$ cat config.mk
export PLATFORM = sky130hd
export DESIGN_NAME = string_led_receiver
export DESIGN_NICKNAME = d
export VERILOG_FILES = /design/src/rtl/string_led_pkg.sv /design/src/rtl/string_led_fifo.sv /design/src/rtl/string_led_receiver.sv
export SDC_FILE = /design/constraint.sdc
export NUM_CORES = 1
export LEC_CHECK = 0
export CELL_PAD_IN_SITES_DETAIL_PLACEMENT = 1
export CELL_PAD_IN_SITES_GLOBAL_PLACEMENT = 1
export CORE_ASPECT_RATIO = 0.8
export CORE_MARGIN = 1.5
export CORE_UTILIZATION = 46
export CTS_CLUSTER_SIZE = 16
export DETAILED_ROUTE_END_ITERATION = 10
export GPL_ROUTABILITY_DRIVEN = 0
export HOLD_SLACK_MARGIN = 0.1
export PLACE_DENSITY_LB_ADDON = 0.12
export SLEW_MARGIN = 20
export SYNTH_ARGS = -nofsm -noshare
export SYNTH_HDL_FRONTEND = slang
export SYNTH_SLANG_ARGS = --single-unit
$ cat constraint.sdc
create_clock -name wb_clk_i -period 6 [get_ports wb_clk_i]
set_clock_uncertainty 0.2 [all_clocks]
set_input_delay 1.2 -clock wb_clk_i [delete_from_list [all_inputs] [get_ports wb_clk_i]]
set_output_delay 1.2 -clock wb_clk_i [all_outputs]
set_load 0.02 [all_outputs]
$ cat src/rtl/string_led_pkg.sv
// Shared types and constants for the one-wire LED-string receiver.
package string_led_pkg;

  typedef enum logic [1:0] {StSync, StIdle, StLow, StHigh} state_e;

  localparam int unsigned BitsPerLed = 24;

  // Default pulse timing at a 40 MHz system clock
  localparam int unsigned DefMinHigh     = 4;
  localparam int unsigned DefBitThresh   = 24;
  localparam int unsigned DefMaxHigh     = 48;
  localparam int unsigned DefResetCycles = 2000;

endpackage

$ cat src/rtl/string_led_fifo.sv
// Synchronous show-ahead FIFO with full/empty flags and simultaneous push/pop.
module string_led_fifo #(
  parameter int unsigned Width = 25,
  parameter int unsigned Depth = 4
) (
  input  logic             clk_i,
  input  logic             rst_i,
  input  logic             push_i,
  input  logic [Width-1:0] data_i,
  input  logic             pop_i,
  output logic [Width-1:0] data_o,
  output logic             full_o,
  output logic             empty_o
);

  localparam int unsigned PtrW = $clog2(Depth);
  localparam logic [PtrW:0] DepthC = Depth[PtrW:0];

  logic [Width-1:0] mem_q [Depth];
  logic [PtrW-1:0]  wr_ptr_q, wr_ptr_d, rd_ptr_q, rd_ptr_d;
  logic [PtrW:0]    cnt_q, cnt_d;
  logic             push_ok, pop_ok;

  assign empty_o = (cnt_q == '0);
  assign full_o  = (cnt_q == DepthC);
  assign data_o  = mem_q[rd_ptr_q];

  // A push on a full FIFO is accepted only when the head leaves in the same cycle
  assign pop_ok  = pop_i & ~empty_o;
  assign push_ok = push_i & (~full_o | pop_ok);

  always_comb begin
    wr_ptr_d = wr_ptr_q;
    rd_ptr_d = rd_ptr_q;
    cnt_d    = cnt_q;
    if (push_ok) wr_ptr_d = wr_ptr_q + PtrW'(1);
    if (pop_ok)  rd_ptr_d = rd_ptr_q + PtrW'(1);
    unique case ({push_ok, pop_ok})
      2'b10:   cnt_d = cnt_q + (PtrW+1)'(1);
      2'b01:   cnt_d = cnt_q - (PtrW+1)'(1);
      default: cnt_d = cnt_q;
    endcase
  end

  always_ff @(posedge clk_i) begin
    if (rst_i) begin
      wr_ptr_q <= '0;
      rd_ptr_q <= '0;
      cnt_q    <= '0;
    end else begin
      wr_ptr_q <= wr_ptr_d;
      rd_ptr_q <= rd_ptr_d;
      cnt_q    <= cnt_d;
    end
  end

  always_ff @(posedge clk_i) begin
    if (push_ok) mem_q[wr_ptr_q] <= data_i;
  end

endmodule

$ cat src/rtl/string_led_receiver.sv
// WS2812-style NRZ receiver: classifies high pulse widths into bits, packs 24-bit
// pixel words, detects frame ends on the reset low, and queues words in a FIFO.
module string_led_receiver
  import string_led_pkg::*;
#(
  parameter int unsigned CNT_W        = 16,
  parameter int unsigned FIFO_DEPTH   = 4,
  parameter int unsigned BITS_PER_LED = BitsPerLed
) (
  input  logic                    wb_clk_i,
  input  logic                    wb_rst_i,
  input  logic                    enable_i,
  input  logic                    din_i,
  input  logic [CNT_W-1:0]        cfg_min_high_i,
  input  logic [CNT_W-1:0]        cfg_bit_thresh_i,
  input  logic [CNT_W-1:0]        cfg_max_high_i,
  input  logic [CNT_W-1:0]        cfg_reset_cycles_i,
  input  logic                    clr_err_i,
  output logic [BITS_PER_LED-1:0] pix_data_o,
  output logic                    pix_first_o,
  output logic                    pix_valid_o,
  input  logic                    pix_ready_i,
  output logic                    frame_done_o,
  output logic                    err_timing_o,
  output logic                    err_partial_o,
  output logic                    err_overflow_o
);

  localparam int unsigned BcW = $clog2(BITS_PER_LED);
  localparam logic [BcW-1:0] LastBit = BcW'(BITS_PER_LED - 1);

  state_e                  state_q, state_d;
  logic                    sync1_q, sync2_q, line_q, rise_q, fall_q;
  logic [CNT_W-1:0]        low_q, low_d, high_q, high_d, low_inc, high_inc;
  logic [BcW-1:0]          bit_cnt_q, bit_cnt_d;
  logic [BITS_PER_LED-1:0] word_q, word_d, word_shift;
  logic                    first_q, first_d, pushed_q, pushed_d;
  logic                    frame_done_q, frame_done_d;
  logic                    err_timing_q, err_partial_q, err_overflow_q;
  logic                    set_timing, set_partial, set_overflow;
  logic                    push, pop, fifo_full, fifo_empty;
  logic [BITS_PER_LED:0]   fifo_head;

  assign low_inc    = (&low_q) ? low_q : low_q + CNT_W'(1);
  assign high_inc   = (&high_q) ? high_q : high_q + CNT_W'(1);
  assign word_shift = {word_q[BITS_PER_LED-2:0], (high_inc > cfg_bit_thresh_i)};

  always_comb begin
    state_d      = state_q;
    low_d        = low_q;
    high_d       = high_q;
    bit_cnt_d    = bit_cnt_q;
    word_d       = word_q;
    first_d      = first_q;
    pushed_d     = pushed_q;
    frame_done_d = 1'b0;
    set_timing   = 1'b0;
    set_partial  = 1'b0;
    push         = 1'b0;
    if (!enable_i) begin
      state_d   = StSync;
      low_d     = '0;
      bit_cnt_d = '0;
      word_d    = '0;
      pushed_d  = 1'b0;
    end else begin
      unique case (state_q)
        StSync: begin
          if (line_q) begin
            low_d = '0;
          end else begin
            low_d = low_inc;
            if (low_inc >= cfg_reset_cycles_i) begin
              state_d = StIdle;
              first_d = 1'b1;
            end
          end
        end
        StIdle, StLow: begin
          if (rise_q) begin
            state_d = StHigh;
            high_d  = '0;
            low_d   = '0;
          end else begin
            low_d = low_inc;
            // Frame end fires once: leaving LOW for IDLE stops re-triggering
            if (state_q == StLow && low_inc >= cfg_reset_cycles_i) begin
              state_d      = StIdle;
              set_partial  = (bit_cnt_q != '0);
              bit_cnt_d    = '0;
              word_d       = '0;
              frame_done_d = pushed_q;
              pushed_d     = 1'b0;
              first_d      = 1'b1;
            end
          end
        end
        StHigh: begin
          high_d = high_inc;
          if (high_inc > cfg_max_high_i) begin
            set_timing = 1'b1;
            state_d    = StSync;
            low_d      = '0;
            bit_cnt_d  = '0;
            word_d     = '0;
            pushed_d   = 1'b0;
          end else if (fall_q) begin
            state_d = StLow;
            low_d   = '0;
            if (high_inc < cfg_min_high_i) begin
              set_timing = 1'b1;
            end else if (bit_cnt_q == LastBit) begin
              push      = 1'b1;
              first_d   = 1'b0;
              pushed_d  = 1'b1;
              bit_cnt_d = '0;
              word_d    = '0;
            end else begin
              word_d    = word_shift;
              bit_cnt_d = bit_cnt_q + BcW'(1);
            end
          end
        end
        default: state_d = StSync;
      endcase
    end
  end

  assign pop          = pix_valid_o & pix_ready_i;
  assign set_overflow = push & fifo_full & ~pop;

  always_ff @(posedge wb_clk_i) begin
    if (wb_rst_i) begin
      sync1_q        <= 1'b0;
      sync2_q        <= 1'b0;
      line_q         <= 1'b0;
      rise_q         <= 1'b0;
      fall_q         <= 1'b0;
      state_q        <= StSync;
      low_q          <= '0;
      high_q         <= '0;
      bit_cnt_q      <= '0;
      word_q         <= '0;
      first_q        <= 1'b0;
      pushed_q       <= 1'b0;
      frame_done_q   <= 1'b0;
      err_timing_q   <= 1'b0;
      err_partial_q  <= 1'b0;
      err_overflow_q <= 1'b0;
    end else begin
      sync1_q        <= din_i;
      sync2_q        <= sync1_q;
      line_q         <= sync2_q;
      rise_q         <= sync2_q & ~line_q;
      fall_q         <= ~sync2_q & line_q;
      state_q        <= state_d;
      low_q          <= low_d;
      high_q         <= high_d;
      bit_cnt_q      <= bit_cnt_d;
      word_q         <= word_d;
      first_q        <= first_d;
      pushed_q       <= pushed_d;
      frame_done_q   <= frame_done_d;
      err_timing_q   <= (err_timing_q & ~clr_err_i) | set_timing;
      err_partial_q  <= (err_partial_q & ~clr_err_i) | set_partial;
      err_overflow_q <= (err_overflow_q & ~clr_err_i) | set_overflow;
    end
  end

  string_led_fifo #(
    .Width (BITS_PER_LED + 1),
    .Depth (FIFO_DEPTH)
  ) u_fifo (
    .clk_i   (wb_clk_i),
    .rst_i   (wb_rst_i),
    .push_i  (push),
    .data_i  ({first_q, word_shift}),
    .pop_i   (pop),
    .data_o  (fifo_head),
    .full_o  (fifo_full),
    .empty_o (fifo_empty)
  );

  // Gate the head so the outputs read zero whenever nothing is queued
  assign pix_valid_o    = ~fifo_empty;
  assign pix_data_o     = pix_valid_o ? fifo_head[BITS_PER_LED-1:0] : '0;
  assign pix_first_o    = pix_valid_o & fifo_head[BITS_PER_LED];
  assign frame_done_o   = frame_done_q;
  assign err_timing_o   = err_timing_q;
  assign err_partial_o  = err_partial_q;
  assign err_overflow_o = err_overflow_q;

endmodule

==> Implementation_results.wiki, run 1 <==
{| class="wikitable"
! Metric !! Value
|-
| Result of the run || finished, final reports clean
|-
| GRT Util Overall || 22.19%
|-
| Worst min-delay path class || reg -> reg
|-
| Multiplexer area fraction after synthesis || 9.178%
|-
| Maximum number of pins on one net before global-route repair || 41
|-
| Number of vias in the routed layout || 6830
|-
| Share of the yosys chip area belonging to registers || 48.46%
|-
| Worst max-slew margin expressed relative to the limit || 34.57%
|-
| Share of flip-flops with an asynchronous set or reset || 0%
|-
| Net Switching || 0.6153 mW
|-
| Setup violations, final || 0
|-
| Switching Share || 24.15%
|-
| Complex-gate fraction of the synthesized area || 8.916%
|-
| Setup repair after global routing missed its margin || no
|-
| Unique cell type count in the Yosys netlist || 69
|-
| Required time worst endpoint || 6.18 ns
|-
| Cell type with the largest total area after synthesis || sky130_fd_sc_hd__edfxtp_1
|-
| CTS sink cnt || 182
|-
| Total CTS buffers || 17
|-
| Initial DRC Count || 329
|-
| Layout net count || 1119
|-
| Area growth from synthesis to layout || 19.82%
|-
| Fmax || 181.0 MHz
|-
| Transition at the pin with the smallest max-transition slack || 0.9814 ns
|-
| Dominant combinational cell family by area after synthesis || simple AND/OR/NAND/NOR gates
|-
| Root buffer cell || sky130_fd_sc_hd__clkbuf_16
|-
| Clock Path Buffers || 2
|-
| Internal Pwr Total || 1.933 mW
|-
| Floorplan Core Area || 20580 um2
|-
| Insertion delay to the later sink of the worst-skew pair || 0.44 ns
|-
| Wire length of the first global-routing pass || 37320 um
|-
| Number of max-capacitance violations reported || 0
|-
| Gate power share || 4.1%
|-
| Crit. End Element || flop
|-
| Clk pin slew, worst setup/hold paths || 0.08 ns
|-
| Period utilization || 92.06%
|-
| CP Data Arrival Time || 5.70 ns
|-
| Number of antenna repair diodes || 0
|-
| Width of the die || 164.4 um
|-
| Commonest register cell after synthesis || sky130_fd_sc_hd__edfxtp_1
|-
| Average via count per standard cell || 5.447
|-
| Vias in the first global route || 7078
|-
| Floorplan row count || 47
|-
| Initial antenna violation count || 0
|-
| XOR/XNOR Fraction of Synth Area || 2.285%
|-
| Cells after Synth || 873
|-
| Ratio of cells with drive above 1 in the final layout || 9.746%
|-
| Maximum fanout along the worst path || 8
|-
| Fin. max-slew vios || 0
|-
| Sequential share of power || 51.1%
|-
| Initial core utilization || 46.57%
|-
| Half-perimeter wire length after placement || 16330 um
|-
| Die Y-Extent || 132.1 um
|-
| FF+latch count, synth || 182
|-
| Final total power || 2.548 mW
|-
| Synthesis Warnings || 0
|-
| DRC errors left || 0
|-
| Mean routed wirelength per cell || 18.17 um
|-
| Wirelength, routed || 22790 um
|-
| Number of failing hold endpoints at the final stage || 0
|-
| Total power density per cell area || 221.9 nW/um2
|-
| Mapped Nets || 1020
|-
| Number of port buffers || 99
|-
| Area enclosed by the die boundary || 21720 um2
|-
| Time the final worst path needs with I/O delays and setup || 5.524 ns
|-
| Gr ovfl total || 0
|-
| Simple-Gate Fraction of Synth Area || 16.28%
|-
| Kind of launch point of the worst setup path || flop
|-
| Cell area after synthesis || 9584 um2
|-
| Count of flip-flops with a built-in enable after synthesis || 100
|-
| Non-Filler Cell Area, Final || 11480 um2
|-
| Remaining antenna violation count after routing || 0
|-
| Critical Setup Path Class || reg -> reg
|-
| Cell types occupying the most area after synthesis || sky130_fd_sc_hd__edfxtp_1 (31%), sky130_fd_sc_hd__dfxtp_1 (17%), sky130_fd_sc_hd__ha_1 (9.9%)
|-
| H-tree depth reported by CTS || 4
|-
| Peak supply drop || 0.2197 mV
|-
| Io pins || 100
|-
| Synthesized-area fraction occupied by adder cells || 10.13%
|-
| Total Negative Setup Slacks || 0 ns
|-
| Clk network pwr share || 44.8%
|-
| Clock tree from TritonCTS || built
|-
| Standard cell area after detailed placement || 10850 um2
|-
| Iteration count of the initial detailed-routing pass || 5
|-
| Lkg Pwr || 4.647 nW
|-
| Area fraction of the dominant cell type after synthesis || 31.33%
|-
| Post-synthesis average cell area || 10.98 um2
|-
| Number of fillers in the final layout || 2235
|}
-- cell families after synthesis --
logic type | count (synthesis)
simple gates | 293
flops | 182
compound gates | 129
buf+inv | 111
fa+ha+maj | 77
mux | 56
xor+xnor | 25
-- critical path: stages, from the launching register on --
cell	delay, ns
sky130_fd_sc_hd__dfxtp_1	0.38
sky130_fd_sc_hd__ha_1	0.26
sky130_fd_sc_hd__nand3_1	0.24
sky130_fd_sc_hd__nor4_4	0.10
sky130_fd_sc_hd__or4_1	0.62
sky130_fd_sc_hd__nor2_2	0.21
sky130_fd_sc_hd__and3_1	0.24
sky130_fd_sc_hd__xor2_1	0.26
sky130_fd_sc_hd__ha_1	0.21
sky130_fd_sc_hd__nand4_1	0.13
sky130_fd_sc_hd__nor3_1	0.30
sky130_fd_sc_hd__o2111ai_1	0.18
sky130_fd_sc_hd__o41ai_2	0.47
sky130_fd_sc_hd__nand2_2	0.17
sky130_fd_sc_hd__nor3_1	0.22
sky130_fd_sc_hd__buf_4	0.17
sky130_fd_sc_hd__nor2_1	0.05
sky130_fd_sc_hd__fa_1	0.50
sky130_fd_sc_hd__or4b_1	0.44
sky130_fd_sc_hd__nand4_1	0.10
-- area by class of cell --
cell class | count | area [um2] | area share (%)
inverter | 78 | 292.8 | 2.550
tap | 269 | 336.6 | 2.931
clock buffer | 17 | 425.4 | 3.705
clock inverter | 15 | 187.7 | 1.634
timing repair buffer | 113 | 1096 | 9.545
multi-input combinational | 580 | 4499 | 39.18
sequential | 182 | 4646 | 40.46
-- per-layer routing --
layer	track usage, %	vias up	wire length (um)
met5	0	-	0
met4	5.205	0	165
met3	3.964	8	891
met2	35.51	111	10760
met1	31.38	3341	10970
li1	-	3370	-
-- synthesized netlist by cell type (all sizes together) (5+ instances only) --
library cell and count:
and2 31, nor3b 5, xnor2 17, nor2b 8
mux4 25, or2 5, and3 8, mux2i 26
edfxtp 100, clkbuf 22, inv 78, xor2 8
ha 76, mux2 5, and4 5, nand2 49
nand4 22, a21o 13, nor4 5, dfxtp 82
a22oi 20, a21oi 44, nand2b 9, nand4b 5
nor3 13, nand3 22, o21ai 17, buf 11
nor2 89, o21a 6
-- registers in the layout, summed over array words and instances, names as in the netlist, 2 cells and up, named ones only --
name and flops:
u_fifo.rd_ptr_q 2, low_q 16, u_fifo.wr_ptr_q 2, u_fifo.cnt_q 3, word_q 23, high_q 16
bit_cnt_q 5, u_fifo.mem_q 100, state_q 2
-- repair_timing --
item	CTS	global route
hold buffers	0	0
resized for setup	0	1
buffers inserted	0	3
setup endpoints to repair	0	2
-- final timing paths --
| path | startpoint | endpoint | slack (ns) | depth (start not counted) |
|---|---|---|---|---|
| worst max-delay path | high_q[0]$_SDFFE_PP0P_ | u_fifo.cnt_q[1]$_SDFFE_PP0P_ | 0.48 | 19 |
| worst min-delay path | sync2_q$_SDFF_PP0_ | fall_q$_SDFF_PP0_ | 0.24 | 1 |
| worst max register to register | high_q[0]$_SDFFE_PP0P_ | u_fifo.cnt_q[1]$_SDFFE_PP0P_ | 0.48 | 19 |
| worst min register to register | sync2_q$_SDFF_PP0_ | fall_q$_SDFF_PP0_ | 0.24 | 1 |
-- metrics by stage --
step	hold slack, ns	setup WS (ns)	util, %	cells
2_1_floorplan	0.1885	0.8405	-	873
3_3_place_gp	0.2195	0.4963	52.69	1219
3_5_place_dp	0.2036	0.2571	52.69	1219
4_1_cts	0.2354	0.2147	55.67	1251
5_1_grt	0.2657	0.05132	55.79	1254
6_report	0.2361	0.4762	55.79	1254
-- power groups by stage --
| stage | registers [mW] | logic, mW | clock network [mW] |
|---|---|---|---|
| detailed placement | 1.33 | 0.105 | 0 |
| floorplan | 1.33 | 0.0435 | 0 |
| global placement | 1.33 | 0.103 | 0 |
| global route | 1.30 | 0.118 | 1.21 |
| CTS | 1.30 | 0.106 | 1.16 |
| finish | 1.30 | 0.105 | 1.14 |
-- cells in the final DEF (no fill, tap or decap), drive strengths merged, types with 9 or more instances in the layout --
cell type      instances
a21o                  13
a21oi                 44
a22oi                 20
and2                  31
buf                   14
clkbuf                17
clkdlybuf4s50         99
dfxtp                 82
edfxtp               100
ha                    76
inv                   87
mux2i                 26
mux4                  25
nand2                 49
nand2b                 9
nand3                 22
nand4                 22
nor2                  89
nor3                  13
o21ai                 17
xnor2                 17
(Power assumes the default switching activity.)
==> run 2: changes to the inputs <==
CORE_UTILIZATION = 35   (was 46)
TNS_END_PERCENT = 30   (was default)
==> run 2 against run 1 <==
Effect of this change:
- register-to-register slack lost 0.13 ns
- global-route usage shrank 5.4 points
- flip-flop and latch count is the same
- largest power group unchanged
- utilization shrank 12 points
==> Implementation_results.wiki, run 2 (synthesis results as in run 1) <==
{| class="wikitable"
! Metric !! Value
|-
| Result of the run || finished, final reports clean
|-
| Internal Pwr Total || 1.919 mW
|-
| Half-perimeter wire length after placement || 16130 um
|-
| Mean routed wirelength per cell || 17.02 um
|-
| Post-CTS Hold Buffers || 0
|-
| Root buffer cell || sky130_fd_sc_hd__clkbuf_16
|-
| Wire length of the first global-routing pass || 37270 um
|-
| Critical path's largest stage delay || 0.61 ns
|-
| Io pins || 100
|-
| Area enclosed by the die boundary || 28390 um2
|-
| Most common library cell in the layout ignoring fill and taps || sky130_fd_sc_hd__edfxtp_1
|-
| Sequential share of power || 52.0%
|-
| Worst min-delay path class || reg -> reg
|-
| Number of antenna repair diodes || 0
|-
| Kind of launch point of the worst setup path || flop
|-
| Number of vias in the routed layout || 6771
|-
| Fin. max-slew vios || 0
|-
| Initial antenna violation count || 0
|-
| Post-route worst hold slack || 0.2602 ns
|-
| Vias in the first global route || 6818
|-
| Crit. End Element || flop
|-
| Floorplan row count || 53
|-
| Transition at the pin with the smallest max-transition slack || 1.061 ns
|-
| Critical Setup Path Class || reg -> reg
|-
| Clock tree from TritonCTS || built
|-
| H-tree depth reported by CTS || 4
|-
| Total power density per cell area || 216.7 nW/um2
|-
| Insertion delay to the later sink of the worst-skew pair || 0.44 ns
|-
| Maximum number of pins on one net before global-route repair || 40
|-
| Required time worst endpoint || 6.18 ns
|-
| Top library cells by usage in the layout, fill and taps aside || sky130_fd_sc_hd__edfxtp_1 (100), sky130_fd_sc_hd__clkdlybuf4s50_1 (99), sky130_fd_sc_hd__nor2_1 (89)
|-
| Clock Path Buffers || 2
|-
| CTS sink cnt || 182
|-
| Iteration count of the initial detailed-routing pass || 5
|-
| Time the final worst path needs with I/O delays and setup || 5.652 ns
|-
| CP Data Arrival Time || 5.84 ns
|-
| CTS resizes || 0
|-
| Most used routing layer in global routing || met2
|-
| Lkg Pwr || 4.634 nW
|-
| Peak supply drop || 0.2140 mV
|-
| Cell breakdown of the critical path || ha_1 -> nand3_1 -> nor4_4 -> or4_1 -> nor2_1 -> and3_1 -> xor2_1 -> ha_1 -> nand4_1 -> nor3_1 -> o2111ai_1 -> o41ai_2 -> nand2_2 -> nor3_1 -> buf_4 -> nor2_1 -> fa_1 -> or4b_1 -> nand4_1
|-
| Total area of multi-input combinational cells || 4503 um2
|-
| Leading registers by flop count || u_fifo.mem_q (100), word_q (23)
|-
| Setup violations, final || 0
|-
| Global routing met1 resource utilization || 24.54%
|-
| Average via count per standard cell || 5.049
|-
| Clk network pwr share || 43.9%
|-
| Floorplan Core Area || 26590 um2
|-
| Gate power share || 4.2%
|-
| Maximum fanout along the worst path || 8
|-
| Top register by number of flip-flops || u_fifo.mem_q
|-
| Clk pin slew, worst setup/hold paths || 0.08 ns
|-
| GRT Util Overall || 16.81%
|-
| Gr ovfl total || 0
|-
| Net Switching || 0.5884 mW
|-
| Worst max-slew margin expressed relative to the limit || 29.16%
|-
| Fmax || 176.9 MHz
|-
| Number of fillers in the final layout || 2890
|-
| Cell type of the slowest stage on the worst timing path || sky130_fd_sc_hd__or4_1
|-
| Global Route met2 Usage || 26.00%
|-
| Total Negative Setup Slacks || 0 ns
|-
| Buffers inserted by post-CTS timing repair || 0
|-
| Area growth from synthesis to layout || 20.76%
|-
| Wirelength, routed || 22830 um
|-
| GR met3 Demand/Resource || 2.572%
|-
| Width of the die || 188.0 um
|-
| Layout net count || 1118
|-
| Number of max-capacitance violations reported || 0
|-
| Sequential cell area || 4646 um2
|-
| Period utilization || 94.20%
|-
| Flip-flop count of the largest register, all copies and words added || 100
|-
| Switching Share || 23.47%
|-
| DRC errors left || 0
|-
| Die Y-Extent || 151.0 um
|-
| Number of port buffers || 99
|-
| Number of failing hold endpoints at the final stage || 0
|-
| Remaining antenna violation count after routing || 0
|-
| Initial DRC Count || 288
|-
| Initial core utilization || 36.04%
|-
| Ratio of cells with drive above 1 in the final layout || 9.553%
|-
| Setup repair after global routing missed its margin || no
|-
| Total CTS buffers || 17
|}
## run 2: through the flow
step / util (%) / area (um2) / std cells / total power, mW / setup WS (ns)
floorplan: - / 9584 / 873 / 1.374 / 0.8405
global placement: 41.26 / 10970 / 1309 / 1.435 / 0.5963
detailed placement: 41.26 / 10970 / 1309 / 1.436 / 0.3366
CTS: 43.46 / 11560 / 1341 / 2.537 / 0.2886
global route: 43.52 / 11570 / 1341 / 2.589 / 0.0003269
finish: 43.52 / 11570 / 1341 / 2.508 / 0.3478
## run 2: final cells by class
type                            instances  area share (%)
Clock buffer                           18           3.708
Inverter                               78           2.530
Tap cell                              357           3.859
Multi-Input combinational cell        580           38.91
Timing Repair Buffer                  112           9.503
Sequential cell                       182           40.14
Clock inverter                         14           1.351
## run 2: routing by layer
metal,share of wire [%],vias up
met5,0,-
met4,0.76,0
met3,2.6,15
met2,44,86
met1,53,3313
li1,-,3357
## run 2: final timing paths
| path | startpoint | end | slack, ns | cells past startpoint |
|---|---|---|---|---|
| worst max-delay path | high_q[0]$_SDFFE_PP0P_ | u_fifo.cnt_q[1]$_SDFFE_PP0P_ | 0.35 | 19 |
| worst min-delay path | pushed_q$_SDFFE_PP0P_ | frame_done_o$_SDFF_PP0_ | 0.26 | 2 |
| worst max register to register | high_q[0]$_SDFFE_PP0P_ | u_fifo.cnt_q[1]$_SDFFE_PP0P_ | 0.35 | 19 |
| worst min register to register | pushed_q$_SDFFE_PP0P_ | frame_done_o$_SDFF_PP0_ | 0.26 | 2 |
## run 2: critical path, delay by kind of cell, from the launching register on
family	cells	cell delay, ns
AND/OR/NAND/NOR	12	2.90
flip-flops	1	0.37
adder cells (fa/ha/maj)	3	0.97
XOR/XNOR	1	0.28
AO/OA/AOI/OAI	2	0.69
buffers and inverters	1	0.17
## run 2: power by group through the flow
stage               Clock, mW  Sequential (mW)  Combinational [mW]
floorplan                   0             1.33              0.0435
global placement            0             1.33               0.104
detailed placement          0             1.33               0.105
CTS                      1.13             1.30               0.106
global route             1.17             1.30               0.118
finish                   1.10             1.30               0.104
